File: src/rtl/maxpool_flatten_engine_pkg.sv
// Shared definitions for the layer-1/layer-2 pooling stage: memory select codes,
// default widths and the FSM state encoding.
package maxpool_flatten_engine_pkg;

    // Feature-map samples are Q4.16 fixed point, non-negative after layer-0 ReLU,
    // so an unsigned compare orders them correctly.
    localparam int IN_W_DEFAULT = 64;
    localparam int DW_DEFAULT   = 20;
    localparam int AW_DEFAULT   = 12;

    localparam logic [2:0] CSEL_NONE = 3'd0;
    localparam logic [2:0] CSEL_L0K0 = 3'd1;
    localparam logic [2:0] CSEL_L0K1 = 3'd2;
    localparam logic [2:0] CSEL_L1K0 = 3'd3;
    localparam logic [2:0] CSEL_L1K1 = 3'd4;
    localparam logic [2:0] CSEL_L2   = 3'd5;

    typedef enum logic [3:0] {
        S_IDLE,
        S_RD0,
        S_RD1,
        S_RD2,
        S_RD3,
        S_DRN,
        S_WL1,
        S_WL2,
        S_NXT,
        S_FIN
    } state_t;

endpackage

File: src/rtl/maxpool_flatten_engine_pool_max_reg.sv
// Running maximum over the four samples of one 2x2 pooling window.
module pool_max_reg #(
    parameter int DW = 20
) (
    input  logic          clk,
    input  logic          reset,
    input  logic          load,
    input  logic          en,
    input  logic [DW-1:0] din,
    output logic [DW-1:0] max
);

    // The first sample overwrites the register; later samples replace it only when
    // strictly larger, so ties keep the earlier sample.
    always_ff @(posedge clk or posedge reset) begin
        if (reset) begin
            max <= '0;
        end else if (load) begin
            max <= din;
        end else if (en && (din > max)) begin
            max <= din;
        end
    end

endmodule

File: src/rtl/maxpool_flatten_engine.sv
// 2x2 stride-2 max-pooling of both layer-0 maps into the layer-1 maps and the
// kernel-interleaved flatten memory.
module maxpool_flatten_engine
    import maxpool_flatten_engine_pkg::*;
#(
    parameter int IN_W = IN_W_DEFAULT,
    parameter int DW   = DW_DEFAULT,
    parameter int AW   = AW_DEFAULT
) (
    input  logic          clk,
    input  logic          reset,
    input  logic          start,
    output logic          busy,
    output logic          done,
    output logic          crd,
    output logic [AW-1:0] caddr_rd,
    input  logic [DW-1:0] cdata_rd,
    output logic          cwr,
    output logic [AW-1:0] caddr_wr,
    output logic [DW-1:0] cdata_wr,
    output logic [2:0]    csel
);

    localparam int LOG_W = $clog2(IN_W);
    localparam int PB    = LOG_W - 1;

    state_t        state, state_next;
    logic          k;
    logic [PB-1:0] pr, pc;
    logic          max_load, max_en;
    logic [DW-1:0] max_val;
    logic          win_row, win_col;

    pool_max_reg #(.DW(DW)) u_max (
        .clk   (clk),
        .reset (reset),
        .load  (max_load),
        .en    (max_en),
        .din   (cdata_rd),
        .max   (max_val)
    );

    always_ff @(posedge clk or posedge reset) begin
        if (reset) begin
            state <= S_IDLE;
        end else begin
            state <= state_next;
        end
    end

    // Kernel is the outer loop, pooled column the inner; everything rewinds on a new start.
    always_ff @(posedge clk or posedge reset) begin
        if (reset) begin
            k  <= 1'b0;
            pr <= '0;
            pc <= '0;
        end else if ((state == S_IDLE) && start) begin
            k  <= 1'b0;
            pr <= '0;
            pc <= '0;
        end else if (state == S_NXT) begin
            if (pc == '1) begin
                pc <= '0;
                if (pr == '1) begin
                    pr <= '0;
                    k  <= ~k;
                end else begin
                    pr <= pr + 1'b1;
                end
            end else begin
                pc <= pc + 1'b1;
            end
        end
    end

    always_comb begin
        state_next = state;
        case (state)
            S_IDLE: if (start) state_next = S_RD0;
            S_RD0:  state_next = S_RD1;
            S_RD1:  state_next = S_RD2;
            S_RD2:  state_next = S_RD3;
            S_RD3:  state_next = S_DRN;
            S_DRN:  state_next = S_WL1;
            S_WL1:  state_next = S_WL2;
            S_WL2:  state_next = S_NXT;
            S_NXT:  state_next = ((pc == '1) && (pr == '1) && k) ? S_FIN : S_RD0;
            S_FIN:  state_next = S_IDLE;
            default: state_next = S_IDLE;
        endcase
    end

    // Read data lags crd by one cycle, so the max register works one state behind the reads.
    always_comb begin
        busy     = (state != S_IDLE);
        done     = (state == S_FIN);
        crd      = 1'b0;
        cwr      = 1'b0;
        csel     = CSEL_NONE;
        caddr_rd = '0;
        caddr_wr = '0;
        cdata_wr = '0;
        win_row  = 1'b0;
        win_col  = 1'b0;
        max_load = (state == S_RD1);
        max_en   = (state == S_RD2) || (state == S_RD3) || (state == S_DRN);
        case (state)
            S_RD0, S_RD1, S_RD2, S_RD3: begin
                win_row  = (state == S_RD2) || (state == S_RD3);
                win_col  = (state == S_RD1) || (state == S_RD3);
                crd      = 1'b1;
                csel     = k ? CSEL_L0K1 : CSEL_L0K0;
                caddr_rd = AW'({pr, win_row, pc, win_col});
            end
            S_WL1: begin
                cwr      = 1'b1;
                csel     = k ? CSEL_L1K1 : CSEL_L1K0;
                caddr_wr = AW'({pr, pc});
                cdata_wr = max_val;
            end
            S_WL2: begin
                cwr      = 1'b1;
                csel     = CSEL_L2;
                caddr_wr = AW'({pr, pc, k});
                cdata_wr = max_val;
            end
            default: begin
                crd = 1'b0;
            end
        endcase
    end

endmodule
File: config.mk
export PLATFORM = sky130hd
export DESIGN_NAME = maxpool_flatten_engine
export DESIGN_NICKNAME = d
export VERILOG_FILES = /design/src/rtl/maxpool_flatten_engine_pkg.sv /design/src/rtl/maxpool_flatten_engine_pool_max_reg.sv /design/src/rtl/maxpool_flatten_engine.sv
export SDC_FILE = /design/constraint.sdc
export NUM_CORES = 1
export LEC_CHECK = 0
export BUFFER_PORTS_ARGS = -buffer_cell sky130_fd_sc_hd__buf_2
export CORE_MARGIN = 5
export CORE_UTILIZATION = 40
export CTS_CLUSTER_SIZE = 16
export DETAILED_ROUTE_END_ITERATION = 10
export SLEW_MARGIN = 40
export SYNTH_ARGS = -nofsm -noshare
export SYNTH_HDL_FRONTEND = slang
export SYNTH_SLANG_ARGS = --single-unit
export TNS_END_PERCENT = 20
File: constraint.sdc
create_clock -name clk -period 2.4 [get_ports clk]
set_input_delay 0.36 -clock clk [delete_from_list [all_inputs] [get_ports clk]]
set_output_delay 0.36 -clock clk [all_outputs]
set_load 0.02 [all_outputs]
== Word-level counts from Yosys, hierarchy flattened ==
Index checks and enable logic that the tools add are counted.
Word-level totals
  register bits after elaboration: 35
  input port bits: 23
  output and inout bits: 51
  word-level logic and storage cells: 62
Cells by class
  add/subtract/negate cells: 2
  magnitude comparators: 1
  equal/unequal tests: 12
  muxes and demuxes: 24
  bitwise gates (word level): 1
  reductions and logical operators: 17
Operator list (number)
  20-bit 2-to-1 mux: 3
  4-bit case mux with 9 select lines: 1
  5-bit 2-to-1 mux: 7
  11-bit case mux with 2 select lines: 1
  20-bit greater-than comparator: 1
  4-bit by 3-bit == test with 1-bit output, second input constant: 4
  12-bit 2-to-1 mux: 1
  5-bit by 1-bit adder with 5-bit output, second input constant: 2
  5-bit == test, second input constant: 2
  3-bit case mux with 3 select lines: 1
  4-bit by 2-bit == test with 1-bit output, second input constant: 2
  4-bit == test, second input constant: 2
  4-bit 2-to-1 mux: 2
  2-bit nonzero test: 4
  1-bit 2-to-1 mux: 6
  4-bit by 1-bit == test with 1-bit output, second input constant: 1
  1-bit logical AND: 4
  4-bit zero test: 1
  4-bit nonzero test: 1
  4-bit OR reduction: 1
  1-bit logical OR: 3
  3-bit 2-to-1 mux: 1
  3-bit AND reduction: 1
  2-bit 2-to-1 mux: 1
  other kinds (4): 4

== Longest topological paths before layout ==
  depth in word-level cells: 6
  gate-level depth with buffers: 9
  gate-level depth less buffers: 8

== Cells and area by module ==
Synthesis repeated with hierarchy kept, for this count alone.
Second synthesis, totals
  cell total of the unflattened synthesis: 335
  area, all modules: 2895.3 µm²
Modules (own cells, without submodules)
  pool_max_reg: times used 1, cells an instance 168, area an instance 1575.3 µm², seq. area each 500.5 µm²
  maxpool_flatten_engine: times used 1, cells an instance 167, area an instance 1320.0 µm², seq. area each 375.4 µm²

== Worst setup path after synthesis ==
No wires, ideal clock.
  path type: in2reg
  from: input port cdata_rd[7]
  to: register u_max.max[0]
  setup time: 0.125 ns
  arrival: 1.840 ns
  slack: 0.435 ns
  stages: 8
  path buffers: 1
  cells stage by stage: ha_1 -> a21oi_1 -> o21ai_0 -> a22oi_1 -> nand3_1 -> o211ai_2 -> buf_6 -> mux2_4
On the way
  longest elaborated chain between the ends: 3
RTL lines
  from (decl): line maxpool_flatten_engine.sv:17  | input logic [DW-1:0] cdata_rd,
  20-bit greater-than comparator: line maxpool_flatten_engine_pool_max_reg.sv:20  | end else if (en && (din > max)) begin
  1-bit logical AND: line maxpool_flatten_engine_pool_max_reg.sv:20
  2-bit nonzero test (no line)
  to (signal assigned): line maxpool_flatten_engine_pool_max_reg.sv:19  | max <= din;
  to (signal assigned): line maxpool_flatten_engine_pool_max_reg.sv:21  | max <= din;
  to (decl): line maxpool_flatten_engine_pool_max_reg.sv:10  | output logic [DW-1:0] max
No other way between the ends.
A chain may end at the register's enable or synchronous reset.

== Worst setup path after layout ==
  from: register state[1]
  to: output port csel[0]
On the way
  longest elaborated chain between the ends: 3
  elaborated cells between the ends (all ways): 8
  classes of those cells: eq/ne: 6; mux: 1; reduce/logical: 1
RTL lines
  from (decl): line maxpool_flatten_engine.sv:27  | state_t state, state_next;
  from (signal assigned): line maxpool_flatten_engine.sv:47  | state <= state_next;
  4-bit by 2-bit == test with 1-bit output (tied with other cells): line maxpool_flatten_engine.sv:107  | case (state)
  4-bit OR reduction
  3-bit case mux with 3 select lines *: line maxpool_flatten_engine.sv:107
  to (decl): line maxpool_flatten_engine.sv:21  | output logic [2:0] csel
Every way passes the cells marked *; elsewhere a longest branch is shown, timed or not.

==> impl_metrics.json <==
{
  "outcome": "finished clean",
  "initial_utilization": 0.408,
  "grt_max_degree": 36,
  "synth_cells": 281,
  "worst_hold_slack_ns": 0.172,
  "yosys.area.top_type": "dfrtp_1",
  "crit_family": "flip-flops",
  "leakagePower_nw": 1.71,
  "path_clk_slew_ns": 0.08,
  "fp.dieH_um": 90.2,
  "layout-drive-gt1-share": 0.330,
  "switchingPower_w": 0.00165,
  "yosysWarnings": 0,
  "hold_viol_final": 0,
  "cts_root_buf": "clkbuf_8",
  "clk_path_buf_depth": 2,
  "fin_crit_ns": 2.26,
  "layoutNonFillerInstCount": 432,
  "vdd_drop_max_mv": 0.501,
  "cts_buffers": 5,
  "power_density_nw_per_um2": 1210,
  "crit_cells": 7,
  "place_area_um2": 3010,
  "nets": 401,
  "max_freq_ghz": 0.443,
  "r2r_start": "u_max.max[7]",
  "cts_tree": "yes",
  "io_buffers": 72,
  "antennaDiodeCount": 0,
  "detail-route-antenna-nets": 0,
  "clockPowerShare": 0.113,
  "regToRegSetupSlack_ns": 0.16,
  "syn_nets": 328,
  "p_int_w": 0.00209,
  "synth_edf_count": 0,
  "setup_viol": 0,
  "grt_pass1_wl_um": 10100,
  "ys_ff_latch": 35,
  "seq_area_um2": 876,
  "routed-via-count": 2160,
  "synth_most_common_cell": "nor2_1",
  "p_comb_frac": 0.612,
  "fin_tns_setup_ns": 0,
  "avgSynthCellArea_um2": 9.16,
  "wl_per_cell_um": 13.9,
  "async_reset_ff_frac": 1.00,
  "cts.sinks": 35,
  "netSwitchingFraction": 0.441,
  "drv_cap": 0,
  "maxSlewViolCount": 0,
  "avgViaCountPerCell": 5.00,
  "place_congestion": 0.790,
  "final_cell_area_um2": 3090,
  "max_stage_delay_ns": 0.63,
  "rows": 29,
  "crit_path_start": "state[1]",
  "critPathRequiredTime_ns": 2.04,
  "holdBufCountCts": 0,
  "postCtsResizedCells": 0,
  "p_total_w": 0.00374,
  "ios": 74,
  "dp.cells": 424,
  "yosysSeqAreaShare": 0.340,
  "rsz0062_at_grt": "no",
  "die_w_um": 90.2,
  "path_cells": "nor2_4 > or2_1 > a21oi_1 > buf_4 > nor2_1 > o21ai_1 > buf_2",
  "antenna_found_initial": 0,
  "rr_worst_depth": 9,
  "post-synth-top-area-fraction": 0.340,
  "dp_hpwl_um": 4600,
  "worstSetupEndpointType": "output port",
  "h-tree-depth": 2,
  "area_growth_pct": 20.1,
  "grt.total_usage": 0.147,
  "ys.flop_type": "dfrtp_1",
  "drt-initial-drc-count": 78,
  "critical_path_class": "reg -> out",
  "fillers": 653,
  "finalCritPeriodShare": 0.941,
  "cts_setup_buffers": 0,
  "worstSetupEndpoint": "csel[0]",
  "overflow": 0,
  "hold_class": "in -> async",
  "grt_pass1_vias": 2142,
  "synth_area_leaders": "dfrtp_1 34%, ha_1 12%, mux2_4 12%",
  "rr_endpoint": "u_max.max[14]",
  "cp.arrival_ns": 1.90,
  "clk_latency_ns": 0.29,
  "worst_setup_path_start_kind": "flop",
  "synth_area_um2": 2570,
  "crit_buf_inv": 2,
  "slowest_stage": "dfrtp_1",
  "finClkSkew_ns": 0.00642,
  "wl_um": 6000,
  "crit_fanout": 13,
  "first_pass_iters": 4,
  "seqPwrFrac": 0.275,
  "die_area_um2": 8140,
  "core_region_area_um2": 6310,
  "ys_types": 41,
  "multi_input_area_um2": 1520,
  "drc_errors": 0,
  "synth_common_cells": "46 x nor2_1, 35 x dfrtp_1, 24 x ha_1, 23 x inv_1"
}
-- area by class of cell --
class,instances,share of cell area
multi-input cells,207,0.491
flip-flops and latches,35,0.283
well taps,77,0.0312
clock buffers,6,0.0235
repair buffers,80,0.136
clock inverters,2,0.00405
inverters,25,0.0304
-- registers in the layout, summed over array words and instances (netlist names) --
register	cells
pc	5
k	1
pr	5
state	4
u_max.max	20
-- how the worst min path moves through the flow --
stage	startpoint	end	cells past startpoint
2_1_floorplan	u_max.max[10]	u_max.max[10]	1
3_3_place_gp	reset	pr[1]	3
3_5_place_dp	u_max.max[7]	u_max.max[7]	1
4_1_cts	reset	state[0]	3
5_1_grt	reset	u_max.max[16]	3
6_report	reset	u_max.max[0]	3
-- metrics by stage --
step | util | setup WS [ns]
after floorplan | - | 0.435
after global placement | 0.476 | 0.160
after detailed placement | 0.476 | 0.0988
after CTS | 0.489 | 0.129
after global routing | 0.489 | 0.0101
final | 0.489 | 0.141
-- tightest hold or removal path, cell delays in order --
cell,delay (ns)
buf_2,0.09
inv_1,0.04
buf_4,0.40
-- power groups by stage --
stage / registers (W) / clock network (W) / logic [W]
final: 0.00103 / 0.000424 / 0.00229
after global routing: 0.00107 / 0.000459 / 0.00252
after CTS: 0.00103 / 0.000438 / 0.00232
after detailed placement: 0.00103 / 0 / 0.00232
after global placement: 0.00104 / 0 / 0.00228
after floorplan: 0.000927 / 0 / 0.00192
-- cells in the final DEF (no fill, tap or decap), drive strengths merged --
cell type / n
and2: 11
o2bb2ai: 1
nor3b: 1
conb: 1
xnor2: 3
a22oi: 1
a22o: 1
or2: 3
or4b: 1
mux2i: 10
nor4b: 2
mux2: 20
and3: 4
or4: 2
clkbuf: 6
nand2: 18
a31oi: 3
nand3b: 1
nand4: 5
nor2b: 1
nand3: 5
buf: 80
nor2: 47
o211ai: 1
nor4: 1
nor3: 5
dfrtp: 35
clkinv: 1
a211oi: 1
clkinvlp: 1
inv: 25
o21ai: 14
ha: 24
a21oi: 20
-- logic make-up after synthesis --
family / share of synthesized area
DFF: 0.340
muxes: 0.156
adders and majority gates: 0.117
buffers and inverters: 0.0695
AOI/OAI and AO/OA: 0.0909
and+or+nand+nor: 0.215
xor gates and xnor gates: 0.0102
other: 0.00146
-- metal layers --
metal,up-vias,global-route usage,share of wire
li1,1100,-,-
met1,1020,0.196,0.49
met2,35,0.243,0.47
met3,5,0.0326,0.033
met4,0,0.0372,0.0087
met5,-,0,0
No activity file was read; power rests on OpenSTA's default activity.
